File: config.mk
export PLATFORM = sky130hd
export DESIGN_NAME = cpu_run_ctrl
export DESIGN_NICKNAME = d
export VERILOG_FILES = /design/src/rtl/cpu_run_ctrl.sv
export SDC_FILE = /design/constraint.sdc
export NUM_CORES = 1
export LEC_CHECK = 0
export BUFFER_PORTS_ARGS = -buffer_cell sky130_fd_sc_hd__buf_4
export CAP_MARGIN = 15
export CORE_UTILIZATION = 35
export DETAILED_ROUTE_END_ITERATION = 8
export GPL_TIMING_DRIVEN = 0
export PLACE_DENSITY = 0.61
export SLEW_MARGIN = 15
export SYNTH_ARGS = -nofsm -noshare
export SYNTH_HDL_FRONTEND = slang
export SYNTH_SLANG_ARGS = --single-unit
File: constraint.sdc
create_clock -name clk -period 6.9 [get_ports clk]
set_input_delay 1.035 -clock clk [delete_from_list [all_inputs] [get_ports clk]]
set_output_delay 1.035 -clock clk [all_outputs]
set_load 0.02 [all_outputs]
File: src/rtl/cpu_run_ctrl.sv
// Instruction sequencer: fetches 4-byte instructions from a synchronous ROM and
// strobes them into the datapath under single-step, paced-run and speed-run modes.
module cpu_run_ctrl #(
   parameter logic [7:0] HALT_OP = 8'h32,
   parameter logic [7:0] RUN_GAP = 8'd4
) (
   input  logic       clk,
   input  logic       rst,
   input  logic       NEXT,
   input  logic       RUN,
   input  logic       SPEEDRUN,
   input  logic       edit,
   input  logic [7:0] pc,
   output logic [7:0] rom_addr,
   input  logic [7:0] rom_data,
   output logic [7:0] opcode,
   output logic [7:0] arg_a,
   output logic [7:0] arg_b,
   output logic [7:0] dest,
   output logic       exec,
   output logic       busy,
   output logic       halted
);

   localparam logic [2:0] ST_IDLE   = 3'd0;
   localparam logic [2:0] ST_FETCH  = 3'd1;
   localparam logic [2:0] ST_EXEC   = 3'd2;
   localparam logic [2:0] ST_POST   = 3'd3;
   localparam logic [2:0] ST_WAIT   = 3'd4;
   localparam logic [2:0] ST_HALTED = 3'd5;

   localparam logic [1:0] MODE_STEP  = 2'd0;
   localparam logic [1:0] MODE_RUN   = 2'd1;
   localparam logic [1:0] MODE_SPEED = 2'd2;

   logic [2:0] state_r, state_s;
   logic [1:0] mode_r, mode_s;
   logic [2:0] idx_r, idx_s;
   logic [7:0] count_r, count_s;
   logic       pause_r, pause_s;
   logic [7:0] pc_base_r, pc_base_s;
   logic       next_prev_r, run_prev_r, speed_prev_r;
   logic [7:0] rom_addr_s, opcode_s, arg_a_s, arg_b_s, dest_s;
   logic       next_rise_s, run_rise_s, speed_rise_s;
   logic       pause_req_s, fetch_start_s;

   assign next_rise_s  = NEXT & ~next_prev_r;
   assign run_rise_s   = RUN & ~run_prev_r;
   assign speed_rise_s = SPEEDRUN & ~speed_prev_r;
   // a NEXT rise during a continuous run requests a pause after the current instruction
   assign pause_req_s  = pause_r | (next_rise_s & (mode_r != MODE_STEP));

   // Next-state and next-output computation for the sequencer.
   always_comb begin
      state_s       = state_r;
      mode_s        = mode_r;
      idx_s         = idx_r;
      count_s       = count_r;
      pause_s       = pause_r;
      pc_base_s     = pc_base_r;
      rom_addr_s    = rom_addr;
      opcode_s      = opcode;
      arg_a_s       = arg_a;
      arg_b_s       = arg_b;
      dest_s        = dest;
      fetch_start_s = 1'b0;
      if (edit) begin
         state_s = ST_IDLE;
         idx_s   = 3'd0;
         count_s = 8'd0;
         pause_s = 1'b0;
      end else begin
         case (state_r)
            ST_IDLE: begin
               if (speed_rise_s) begin
                  mode_s        = MODE_SPEED;
                  fetch_start_s = 1'b1;
               end else if (run_rise_s) begin
                  mode_s        = MODE_RUN;
                  fetch_start_s = 1'b1;
               end else if (next_rise_s) begin
                  mode_s        = MODE_STEP;
                  fetch_start_s = 1'b1;
               end else begin
                  state_s = ST_IDLE;
               end
            end
            ST_FETCH: begin
               pause_s = pause_req_s;
               if (idx_r < 3'd3) begin
                  rom_addr_s = pc_base_r + {5'd0, idx_r} + 8'd1;
               end else begin
                  rom_addr_s = rom_addr;
               end
               // ROM data lags the address by one edge, so byte i lands at idx i+1
               case (idx_r)
                  3'd1:    opcode_s = rom_data;
                  3'd2:    arg_a_s  = rom_data;
                  3'd3:    arg_b_s  = rom_data;
                  3'd4:    dest_s   = rom_data;
                  default: dest_s   = dest;
               endcase
               if (idx_r == 3'd4) begin
                  idx_s = 3'd0;
                  if (opcode == HALT_OP) begin
                     state_s = ST_HALTED;
                     pause_s = 1'b0;
                  end else begin
                     state_s = ST_EXEC;
                  end
               end else begin
                  idx_s = idx_r + 3'd1;
               end
            end
            ST_EXEC: begin
               pause_s = pause_req_s;
               state_s = ST_POST;
            end
            ST_POST: begin
               if (pause_req_s || (mode_r == MODE_STEP)) begin
                  state_s = ST_IDLE;
                  pause_s = 1'b0;
               end else if (mode_r == MODE_SPEED) begin
                  fetch_start_s = 1'b1;
               end else begin
                  state_s = ST_WAIT;
                  count_s = RUN_GAP;
               end
            end
            ST_WAIT: begin
               pause_s = pause_req_s;
               if (count_r <= 8'd1) begin
                  count_s       = 8'd0;
                  fetch_start_s = 1'b1;
               end else begin
                  count_s = count_r - 8'd1;
               end
            end
            ST_HALTED: begin
               state_s = ST_HALTED;
            end
            default: begin
               state_s = ST_IDLE;
            end
         endcase
         if (fetch_start_s) begin
            state_s    = ST_FETCH;
            idx_s      = 3'd0;
            pc_base_s  = pc;
            rom_addr_s = pc;
         end else begin
            pc_base_s = pc_base_s;
         end
      end
   end

   // State, edge-detect and registered output update.
   always_ff @(posedge clk or posedge rst) begin
      if (rst) begin
         state_r      <= ST_IDLE;
         mode_r       <= MODE_STEP;
         idx_r        <= 3'd0;
         count_r      <= 8'd0;
         pause_r      <= 1'b0;
         pc_base_r    <= 8'd0;
         next_prev_r  <= 1'b0;
         run_prev_r   <= 1'b0;
         speed_prev_r <= 1'b0;
         rom_addr     <= 8'd0;
         opcode       <= 8'd0;
         arg_a        <= 8'd0;
         arg_b        <= 8'd0;
         dest         <= 8'd0;
         exec         <= 1'b0;
         busy         <= 1'b0;
         halted       <= 1'b0;
      end else begin
         state_r      <= state_s;
         mode_r       <= mode_s;
         idx_r        <= idx_s;
         count_r      <= count_s;
         pause_r      <= pause_s;
         pc_base_r    <= pc_base_s;
         next_prev_r  <= NEXT;
         run_prev_r   <= RUN;
         speed_prev_r <= SPEEDRUN;
         rom_addr     <= rom_addr_s;
         opcode       <= opcode_s;
         arg_a        <= arg_a_s;
         arg_b        <= arg_b_s;
         dest         <= dest_s;
         exec         <= (state_s == ST_EXEC);
         busy         <= (state_s != ST_IDLE) && (state_s != ST_HALTED);
         halted       <= (state_s == ST_HALTED);
      end
   end

endmodule

Word-level counts from Yosys, hierarchy flattened
Index checks and enable logic that the tools add are counted.
- magnitude comparators: 2
- bitwise operators: 9
- $add $sub $neg: 4
- multipliers: 0
- muxes and demuxes: 38
- div/mod/pow operators: 0
- equality and inequality tests: 17
- shift operators: 0
- reductions and logical operators: 22
- operators by type and width (cell ; count):
    two-way mux 8 bit ; 7
    two-way mux 3 bit ; 13
    AND reduction 3 bit ; 7
    case mux 3 bit (6 select lines) ; 1
    case mux 8 bit (2 select lines) ; 1
    equality test 3 x 2 -> 1 bit, second input constant ; 5
    equality test 3 bit, second input constant ; 4
    inequality test 3 bit, second input constant ; 4
    nonzero test 3 bit ; 4
    two-way mux 1 bit ; 11
    adder 8 x 1 -> 8 bit, second input constant ; 1
    adder 8 x 3 -> 8 bit ; 1
    equality test 8 x 6 -> 1 bit, second input constant ; 1
    less-or-equal comparator 8 x 1 -> 1 bit, second input constant ; 1
    subtractor 8 x 1 -> 8 bit, second input constant ; 1
    equality test 3 x 1 -> 1 bit, second input constant ; 2
    two-way mux 2 bit ; 3
    case mux 1 bit (3 select lines) ; 2
    nonzero test 2 bit ; 3
    AND 1 bit ; 4
    NOT 1 bit ; 4
    AND reduction 2 bit ; 2
    nonzero test 4 bit ; 1
    adder 3 x 1 -> 3 bit, second input constant ; 1
    8 further kinds ; 8
- bits in writable memories: 0
- flip-flop bits (word level): 71
- input bits: 22
- word-level logic and storage cells: 109
- latch bits: 0
- memories kept: 0
- memory bits (read-only): 0
- output and inout bits: 43

Longest topological paths before layout
Gate-level depths: netlist of run 1.
- depth after elaboration: 12
- depth in mapped cells: 10
- mapped depth without buffers: 10

Worst setup path after synthesis of run 1
OpenSTA, ideal clock, no wires.
- kind: input-to-reg
- start point: input port NEXT
- end point: register rom_addr[0]
- setup time: 0.125 ns
- stages: 5
- path buffers: 0
- arrival time: 2.551 ns
- slack: 4.224 ns
- required time: 6.775 ns
- cells stage by stage: nor2b_1 -> nor4_1 -> a211oi_2 -> nand2_2 -> mux2_2
- longest elaborated chain between the ends: 9
- elaborated cells on any way between the ends: 14
- those cells by class: mux: 7; bitwise: 3; reduce/logical: 4
- RTL lines (what ; RTL line ; source):
    start, declared ; 9 ; input logic NEXT,
    AND 1 bit * ; 47 ; assign next_rise_s = NEXT & ~next_prev_r;
    AND 1 bit ; 51 ; assign pause_req_s = pause_r | (next_rise_s & (mode_r != MODE_STEP));
    bitwise OR 1 bit ; 51 ;
    logical OR 1 bit ; 120 ; if (pause_req_s || (mode_r == MODE_STEP)) begin
    two-way mux 1 bit ; 120 ;
    case mux 1 bit (3 select lines) * ; 73 ; case (state_r)
    two-way mux 1 bit * ; 67 ; if (edit) begin
    nonzero test 2 bit (no source line) ; -- ;
    AND reduction 3 bit (no source line) ; -- ;
    end signal, assigned ; 187 ; rom_addr <= rom_addr_s;
    end, declared ; 14 ; output logic [7:0] rom_addr,
Mark *: on every way between the ends. The rest lies on a longest branch, timed or not. The select of a mux whose other input is x is not followed.
A chain may end at the register's enable or synchronous reset.

Worst setup path after layout of run 1
Same ends and word-level chain as after synthesis.

==> results.py, run 1 <==
metrics = {
    "status": {
        "status": "complete, no violations",
    },
    "finish": {
        "diodes": 0,
        "multiInputGateArea_um2": 1550,
        "fin_cells": 501,
        "fin_util_pct": 45.7,
        "final_nets": 400,
        "drive_gt1_share_pct": 37.9,
        "fillers": 878,
        "area_growth_pct": 24.7,
        "regArea_um2": 1780,
    },
    "setup_path": {
        "arrival_ps": 3220,
        "crit_type": "in2reg",
        "cp_data_required_time_ps": 7140,
        "critPathSlowestCell": "a211oi_2",
        "crit_path_start_kind": "input pin",
        "crit_path_cell_trace": "buf_4, nor2b_1, nor4_1, a211oi_2, nand2_2, mux2_2",
        "crit_path_max_fanout": 10,
        "endpoint_kind": "register",
        "max_stage_delay_ps": 830,
    },
    "global_routing": {
        "grt_overflow_total": 0,
        "antenna_found_initial": 0,
        "grt.total_usage_pct": 15.5,
        "grt_first_pass_wirelength_mm": 12.2,
        "grt_pass1_vias": 2454,
        "grt_max_degree": 59,
    },
    "timing": {
        "min_period_ps": 2990,
        "period_share_pct": 43.3,
        "setup_tns_ps": 0,
        "worst_slew_pin_slew_ps": 1070,
        "slew_headroom_pct": 28.2,
        "rsz0062_at_grt": "false",
        "setup_violations": 0,
        "fin_skew_ps": 17.0,
        "finalHoldViolCount": 0,
        "maxSlewViolCount": 0,
        "max_freq_ghz": 0.335,
    },
    "route": {
        "wirelength_mm": 7.06,
        "ant_nets": 0,
        "vias": 2464,
        "drc": 0,
        "wl_per_cell_um": 14.1,
        "drtIter0Drc": 70,
        "drt-vias-per-instance": 4.92,
        "firstDrtPassIters": 4,
    },
    "power_and_ir_drop": {
        "p_leak_nw": 2.00,
        "cellPowerDensity_nw_per_um2": 287,
        "irDropWorstVdd_mv": 0.196,
    },
    "clock_network": {
        "clk_pin_slew_ps": 80,
        "clockRootBuffer": "clkbuf_8",
        "post_cts_buffers": 0,
        "clock_sink_count": 71,
        "cts_tree": "yes",
        "cts.path.max_buffers": 2,
        "insertion_delay_ps": 360,
        "cts_resized": 0,
        "numCtsBuffers": 9,
        "cts_hold_buffers": 0,
        "htree_levels": 3,
    },
    "synth": {
        "synth.top_cell.area_share_pct": 52.0,
        "synth.avg_cell_area_um2": 11.7,
        "yosysMostFrequentCell": "dfrtp_1",
        "ys_seq_elements": 71,
        "ys_seq_area_share_pct": 52.0,
        "syn-num-nets": 324,
        "synth_edf_count": 0,
        "async_flop_share_pct": 100,
        "synth_common_cells": "dfrtp_1 (71), mux2_2 (47), nand2_1 (24)",
        "synth_top_cells_by_area": "dfrtp_1 (52%), mux2_2 (15%), ha_1 (3.3%)",
        "ys_warn_count": 0,
        "synth_area_leader_cell": "dfrtp_1",
        "syn_area_um2": 3420,
        "synthFlopType": "dfrtp_1",
        "synthCells": 292,
        "synth_cell_types": 47,
    },
    "die": {
        "rows": 35,
        "dieWidth_um": 101,
        "die_area_um2": 10200,
        "ios": 65,
        "start_util_pct": 36.6,
        "fp.dieH_um": 101,
        "core-area_um2": 9330,
    },
    "run": {
        "cap_violations": 0,
    },
    "placement": {
        "gp_congestion": 0.787,
        "post-place-cells": 486,
        "hpwl_mm": 5.08,
        "portBuffers": 64,
    },
    "hold_path": {
        "min_path_type": "reg2reg",
    },
}
[cell usage in the layout, fill, tap and decap left out, drive strengths merged, types with 2 or more instances in the layout]
cell type and instances:
nor3 9, a211oi 3, clkbuf 13, nand2b 9, nand2 25, nor4 5
nand3 2, dfrtp 71, o21ai 16, nor2 21, a21o 2, ha 9
inv 13, o41ai 2, buf 70, nand3b 2, xor2 3, or4 3
a22oi 2, o31ai 3, mux2 47, a21oi 8, xnor2 5, nor2b 3
mux2i 3, nand4 2, a31oi 4, nor4b 2, clkinvlp 3
[worst max-delay path, delay by kind of cell]
kind | cells | cell delay (ps)
simple gates | 3 | 890
compound gates | 1 | 830
mux | 1 | 370
buf+inv | 1 | 90
[per-layer routing]
metal / global-route usage [%] / wire length, um / up-vias
li1: - / - / 1196
met1: 20.4 / 3290 / 1195
met2: 23.3 / 3160 / 64
met3: 6.66 / 536 / 9
met4: 4.68 / 68 / 0
met5: 0 / 0 / -
[worst paths after layout]
check,start,end,slack [ps],depth (start not counted)
setup / recovery,NEXT,rom_addr[0]$_DFFE_PP0P_,3910,6
hold / removal,count_r[5]$_DFFE_PP0P_,count_r[5]$_DFFE_PP0P_,490,1
setup reg to reg,count_r[0]$_DFFE_PP0P_,rom_addr[0]$_DFFE_PP0P_,4160,7
hold reg to reg,count_r[5]$_DFFE_PP0P_,count_r[5]$_DFFE_PP0P_,490,1
max in group asynchronous,rst,exec$_DFF_PP0_,5760,3
min in group asynchronous,rst,arg_a[7]$_DFFE_PP0P_,600,2
[logic make-up (layout without fill, tap and decap cells)]
| group | Yosys count | count (layout) | share of synthesized area, % |
|---|---|---|---|
| xor gates and xnor gates | 8 | 8 | 2.05 |
| buffers and inverters | 19 | 99 | 2.78 |
| and+or+nand+nor | 88 | 88 | 13.8 |
| AOI/OAI and AO/OA | 46 | 46 | 9.15 |
| DFF | 71 | 71 | 52.0 |
| adders and majority gates | 10 | 10 | 3.88 |
| muxes | 50 | 50 | 16.4 |
[flip-flops by register name, indices dropped and copies added (netlist names)]
| signal | flops |
|---|---|
| arg_a | 8 |
| arg_b | 8 |
| count_r | 8 |
| dest | 8 |
| opcode | 8 |
| pc_base_r | 8 |
| rom_addr | 8 |
| idx_r | 3 |
| state_r | 3 |
| mode_r | 2 |
| busy | 1 |
| exec | 1 |
| halted | 1 |
| next_prev_r | 1 |
| pause_r | 1 |
| run_prev_r | 1 |
| speed_prev_r | 1 |
[cell type report]
type	instances	share of cell area (%)
flip-flops and latches	71	41.7
multi-input cells	202	36.3
repair buffers	65	11.9
well taps	129	3.79
clock buffers	11	3.32
plain buffers	7	1.17
inverters	12	1.12
clock inverters	4	0.734
[report_power, final]
part	internal (mW)	total, mW	switching (mW)	leakage, nW
clock network	0.140	0.300	0.160	0.0781
registers	0.495	0.550	0.0548	0.922
logic	0.182	0.373	0.190	0.999
[stage by stage]
| stage | setup WS [ps] | cell area [um^2] | hold WS (ps) | total power, mW |
|---|---|---|---|---|
| 6_report | 3910 | 4260 | 491 | 1.22 |
| 5_1_grt | 3690 | 4260 | 524 | 1.30 |
| 4_1_cts | 3880 | 4260 | 498 | 1.24 |
| 3_5_place_dp | 3500 | 4090 | 488 | 0.933 |
| 3_3_place_gp | 3150 | 4060 | 475 | 0.926 |
| 2_1_floorplan | 4070 | 3420 | 451 | 0.779 |
Note: power is estimated with default switching activity, not from simulation.
==> run 2, diff against run 1 <==
PLACE_DENSITY = 0.63   (was 0.61)
clock period = 2.6 ns   (was 6.9 ns; I/O delays follow)
==> run 2 against run 1 <==
Largest cell class unchanged. Wire length rose by 2.3%. Via count rose by 0.53%. Register-to-register slack got worse by 4000 ps. Power rose to 2.7 times the previous value. Clock-buffer cell count did not move. Design area rose by 1.1%. Sequential cell count did not move. Worst setup slack got worse by 3700 ps. Sequential power rose to 2.7 times the previous value. Final cell count rose by 0.60%. Non-clock buffer count rose by 2.
==> results.py, run 2 (synthesis gave the netlist of run 1 again) <==
metrics = {
    "clock_network": {
        "clockRootBuffer": "clkbuf_8",
        "clk_pin_slew_ps": 90,
        "cts.path.max_buffers": 2,
        "cts_tree": "yes",
        "clock_sink_count": 71,
        "htree_levels": 3,
        "insertion_delay_ps": 350,
        "numCtsBuffers": 9,
    },
    "power_and_ir_drop": {
        "cellPowerDensity_nw_per_um2": 777,
        "p_leak_nw": 2.03,
        "irDropWorstVdd_mv": 0.388,
    },
    "route": {
        "ant_nets": 0,
        "drt-vias-per-instance": 4.91,
        "wl_per_cell_um": 14.3,
        "wirelength_mm": 7.22,
        "firstDrtPassIters": 4,
        "drc": 0,
        "drtIter0Drc": 110,
        "vias": 2477,
    },
    "hold_path": {
        "min_path_type": "in2async",
    },
    "global_routing": {
        "grt_pass1_vias": 2463,
        "grt_first_pass_wirelength_mm": 12.0,
        "grt_max_degree": 45,
        "grt_overflow_total": 0,
        "antenna_found_initial": 0,
        "grt.total_usage_pct": 15.5,
    },
    "timing": {
        "rsz0062_at_grt": "false",
        "finalHoldViolCount": 0,
        "period_share_pct": 93.2,
        "slew_headroom_pct": 24.3,
        "worst_slew_pin_slew_ps": 1130,
        "max_freq_ghz": 0.413,
        "min_period_ps": 2420,
        "setup_violations": 0,
        "maxSlewViolCount": 0,
        "hold_ws_ps": 23.0,
        "fin_skew_ps": 18.6,
        "setup_slack_ps": 177,
    },
    "run": {
        "cap_violations": 0,
    },
    "finish": {
        "layout_common_cells": "dfrtp_1 (71), buf_4 (68), mux2_2 (47)",
        "area_growth_pct": 26.1,
        "drive_gt1_share_pct": 38.4,
        "layout_commonest_cell": "dfrtp_1",
        "final_nets": 402,
        "fin_area_um2": 4310,
        "fin_util_pct": 46.2,
        "diodes": 0,
    },
    "status": {
        "status": "complete, no violations",
    },
    "die": {
        "rows": 35,
        "fp.dieH_um": 101,
        "ios": 65,
        "dieWidth_um": 101,
        "start_util_pct": 36.6,
        "die_area_um2": 10200,
        "core-area_um2": 9330,
    },
    "setup_path": {
        "crit_path_max_fanout": 9,
        "crit_path_start_kind": "register",
        "crit_type": "reg2reg",
        "r2r_cells": 6,
        "critical_path.startpoint": "count_r[2]$_DFFE_PP0P_",
        "reg2reg_from": "count_r[2]$_DFFE_PP0P_",
        "cp_data_required_time_ps": 2840,
        "arrival_ps": 2660,
        "endpoint_kind": "register",
    },
    "placement": {
        "hpwl_mm": 5.27,
        "place_area_um2": 4090,
        "gp_congestion": 0.797,
        "portBuffers": 64,
        "place_ws_ps": -231,
    },
}
[run 2: where the power goes]
group / switching (mW) / internal [mW] / leakage, nW / total (mW)
combinational: 0.508 / 0.488 / 1.01 / 0.996
clock: 0.420 / 0.470 / 0.0997 / 0.890
sequential: 0.147 / 1.31 / 0.922 / 1.46
[run 2: area by class of cell]
cell class	count	area, um^2
well taps	129	161
multi-input cells	202	1550
plain buffers	7	50.0
flip-flops and latches	71	1780
clock buffers	11	141
fillers	882	5020
inverters	12	47.5
clock inverters	5	56.3
repair buffers	67	523
[run 2: final timing paths]
path | endpoint | slack [ps]
min reg2reg | count_r[5]$_DFFE_PP0P_ | 490
max in group asynchronous | count_r[7]$_DFFE_PP0P_ | 2030
min | idx_r[0]$_DFFE_PP0P_ | 20
max | rom_addr[4]$_DFFE_PP0P_ | 180
min in group clk | run_prev_r$_DFF_PP0_ | 160
max reg2reg | rom_addr[4]$_DFFE_PP0P_ | 180
[run 2: per-stage QoR]
| stage | instances | TNS [ps] | total power, mW |
|---|---|---|---|
| finish | 504 | 0 | 3.35 |
| global route | 504 | 0 | 3.54 |
| CTS | 502 | 0 | 3.39 |
| detailed placement | 486 | -1630 | 2.49 |
| global placement | 485 | -35170 | 2.46 |
| floorplan | 292 | 0 | 2.07 |
[run 2: what timing repair did]
action / in CTS / in global routing
hold buffers: 0 / 0
pin swaps: 0 / 1
setup buffers: 0 / 2
endpoints found under the setup margin: 9 / 6
gates resized for setup: 1 / 0
[run 2: layer usage]
metal  share of wire (%)  up-vias  GRT usage (%)
met3                 7.3       11           5.41
met1                  45     1194           19.9
met5                   0        -              0
li1                    -     1204              -
met4                 1.2        0           6.69
met2                  46       68           23.8
[run 2: critical path: stages (launching register included)]
cell and delay [ps]:
dfrtp_1 440, or4_4 590, nor4_4 310, a221o_2 250, buf_6 140, mux2_2 330
mux2_2 260
==> run 3, diff against run 2 <==
CORE_ASPECT_RATIO = 1.1   (was unset)
SKIP_LAST_GASP = 1   (was unset)
==> run 3 against run 2 <==
Core utilization down 0.10 points. Via count up 0.61%. Non-clock buffer count down 1. Design area up 0.52%. Power up 5.6%. Wire length up 0.46%. Clock-buffer cell count down 1. Sequential share of layout area down 0.21 points. Worst setup slack worse by 30 ps. Die area about the same. Critical path type unchanged. Critical endpoint is now rom_addr[7]$_DFFE_PP0P_. Highest routed layer unchanged.
==> results.py, run 3 (synthesis gave the netlist of run 1 again) <==
metrics = {
    "finish": {
        "fillers": 886,
        "diodes": 0,
        "layout_commonest_cell": "dfrtp_1",
        "final_nets": 401,
        "layout_common_cells": "dfrtp_1 (71), buf_4 (67), mux2_2 (47)",
        "area_growth_pct": 26.8,
        "drive_gt1_share_pct": 38.6,
        "fin_util_pct": 46.1,
    },
    "clock_network": {
        "clockRootBuffer": "clkbuf_8",
        "numCtsBuffers": 9,
        "clk_pin_slew_ps": 80,
        "cts.path.max_buffers": 2,
        "cts_hold_buffers": 0,
        "insertion_delay_ps": 350,
        "cts_tree": "yes",
        "clock_sink_count": 71,
        "htree_levels": 3,
    },
    "timing": {
        "hold_ws_ps": 35.2,
        "max_freq_ghz": 0.408,
        "period_share_pct": 94.3,
        "finalHoldViolCount": 0,
        "rsz0062_at_grt": "false",
        "worst_slew_pin_slew_ps": 715,
        "setup_violations": 0,
        "maxSlewViolCount": 0,
        "fin_skew_ps": 7.41,
        "slew_headroom_pct": 51.9,
        "min_period_ps": 2450,
    },
    "die": {
        "core-area_um2": 9400,
        "fp.dieH_um": 106,
        "ios": 65,
        "rows": 37,
        "dieWidth_um": 96.2,
        "start_util_pct": 36.4,
        "die_area_um2": 10200,
    },
    "setup_path": {
        "reg2reg_from": "count_r[0]$_DFFE_PP0P_",
        "reg2reg_slack_ps": 150,
        "critical_path.startpoint": "count_r[0]$_DFFE_PP0P_",
        "r2r_cells": 7,
        "crit_path_max_fanout": 10,
        "crit_path_start_kind": "register",
        "crit_type": "reg2reg",
        "arrival_ps": 2690,
        "endpoint_kind": "register",
        "cp_data_required_time_ps": 2830,
        "r2r-end": "rom_addr[7]$_DFFE_PP0P_",
        "endpoint": "rom_addr[7]$_DFFE_PP0P_",
    },
    "global_routing": {
        "grt_first_pass_wirelength_mm": 11.9,
        "grt.total_usage_pct": 15.4,
        "antenna_found_initial": 0,
        "grt_pass1_vias": 2543,
        "grt_overflow_total": 0,
        "grt_max_degree": 41,
    },
    "power_and_ir_drop": {
        "p_sw_share_pct": 30.5,
        "clkPwrFrac_pct": 30.5,
        "pwr-share-comb_pct": 28.1,
        "p_leak_nw": 2.05,
        "irDropWorstVdd_mv": 0.580,
        "cellPowerDensity_nw_per_um2": 816,
        "p_int_mw": 2.46,
        "seqPwrFrac_pct": 41.3,
        "power_switching_mw": 1.08,
    },
    "route": {
        "drt-vias-per-instance": 5.09,
        "ant_nets": 0,
        "wirelength_mm": 7.26,
        "drtIter0Drc": 102,
        "firstDrtPassIters": 4,
        "vias": 2492,
        "wl_per_cell_um": 14.8,
        "drc": 0,
    },
    "placement": {
        "portBuffers": 64,
        "hpwl_mm": 5.27,
        "gp_congestion": 0.830,
    },
    "status": {
        "status": "complete, no violations",
    },
    "run": {
        "cap_violations": 0,
    },
    "hold_path": {
        "min_path_type": "in2async",
    },
}
run 3: cell count changes in the layout (fill, tap and decap cells not counted):
| cell | change |
|---|---|
| bufinv_16 | +2 |
| clkinv_4 | +1 |
| clkbuf_1 | -1 |
| buf_12 | +1 |
| clkinv_2 | -2 |
| inv_6 | -1 |
| buf_16 | -1 |
| nor4_1 | -1 |
| buf_4 | -1 |
| nor4_2 | +1 |
run 3: worst max-delay path, stage by stage (launching register included):
cell and delay, ps:
dfrtp_1 440, inv_1 70, ha_1 250, nor2_1 190, nor4_4 90, a211oi_4 630
nand2_2 310, mux2_2 350
run 3: per-layer routing:
metal | up-vias | wire (um) | track usage (%)
li1 | 1192 | - | -
met1 | 1213 | 3260 | 19.1
met2 | 72 | 3380 | 24.1
met3 | 15 | 454 | 4.76
met4 | 0 | 158 | 7.14
met5 | - | 0 | 0
run 3: worst min-delay path by stage:
stage | slack [ps] | endpoint | start
global placement | 470 | count_r[5]$_DFFE_PP0P_ | count_r[5]$_DFFE_PP0P_
finish | 40 | dest[1]$_DFFE_PP0P_ | rst
detailed placement | 430 | dest[1]$_DFFE_PP0P_ | rst
floorplan | 420 | next_prev_r$_DFF_PP0_ | NEXT
global route | 60 | dest[1]$_DFFE_PP0P_ | rst
CTS | 50 | dest[1]$_DFFE_PP0P_ | rst
run 3: layout make-up:
type / count / area, um^2 / area share (%)
repair buffers: 66 / 508 / 11.7
well taps: 117 / 146 / 3.38
inverters: 12 / 47.5 / 1.10
flip-flops and latches: 71 / 1780 / 41.0
clock buffers: 10 / 138 / 3.18
multi-input cells: 202 / 1560 / 36.0
clock inverters: 5 / 106 / 2.46
plain buffers: 7 / 50.0 / 1.16
run 3: power by group through the flow:
stage | Sequential [mW] | Combinational, mW | Clock, mW
2_1_floorplan | 1.66 | 0.409 | 0
3_3_place_gp | 1.47 | 0.983 | 0
3_5_place_dp | 1.48 | 1.00 | 0
4_1_cts | 1.46 | 1.01 | 1.10
5_1_grt | 1.49 | 1.08 | 1.14
6_report | 1.46 | 0.995 | 1.08
run 3: metrics by stage:
step	cells	TNS, ps	cell area (um^2)	setup slack (ps)	total power, mW
after floorplan	292	0	3420	382	2.07
after global placement	473	-35360	4040	-488	2.45
after detailed placement	474	-1270	4070	-189	2.48
after CTS	489	0	4320	106	3.57
after global routing	490	0	4330	4.31	3.71
final	490	0	4330	148	3.54
run 3: timing repair:
action                                 CTS  global route
endpoints found under the hold margin    0             0
resized for setup                        1             1
setup endpoints to repair                9             8
setup buffers                            0             0
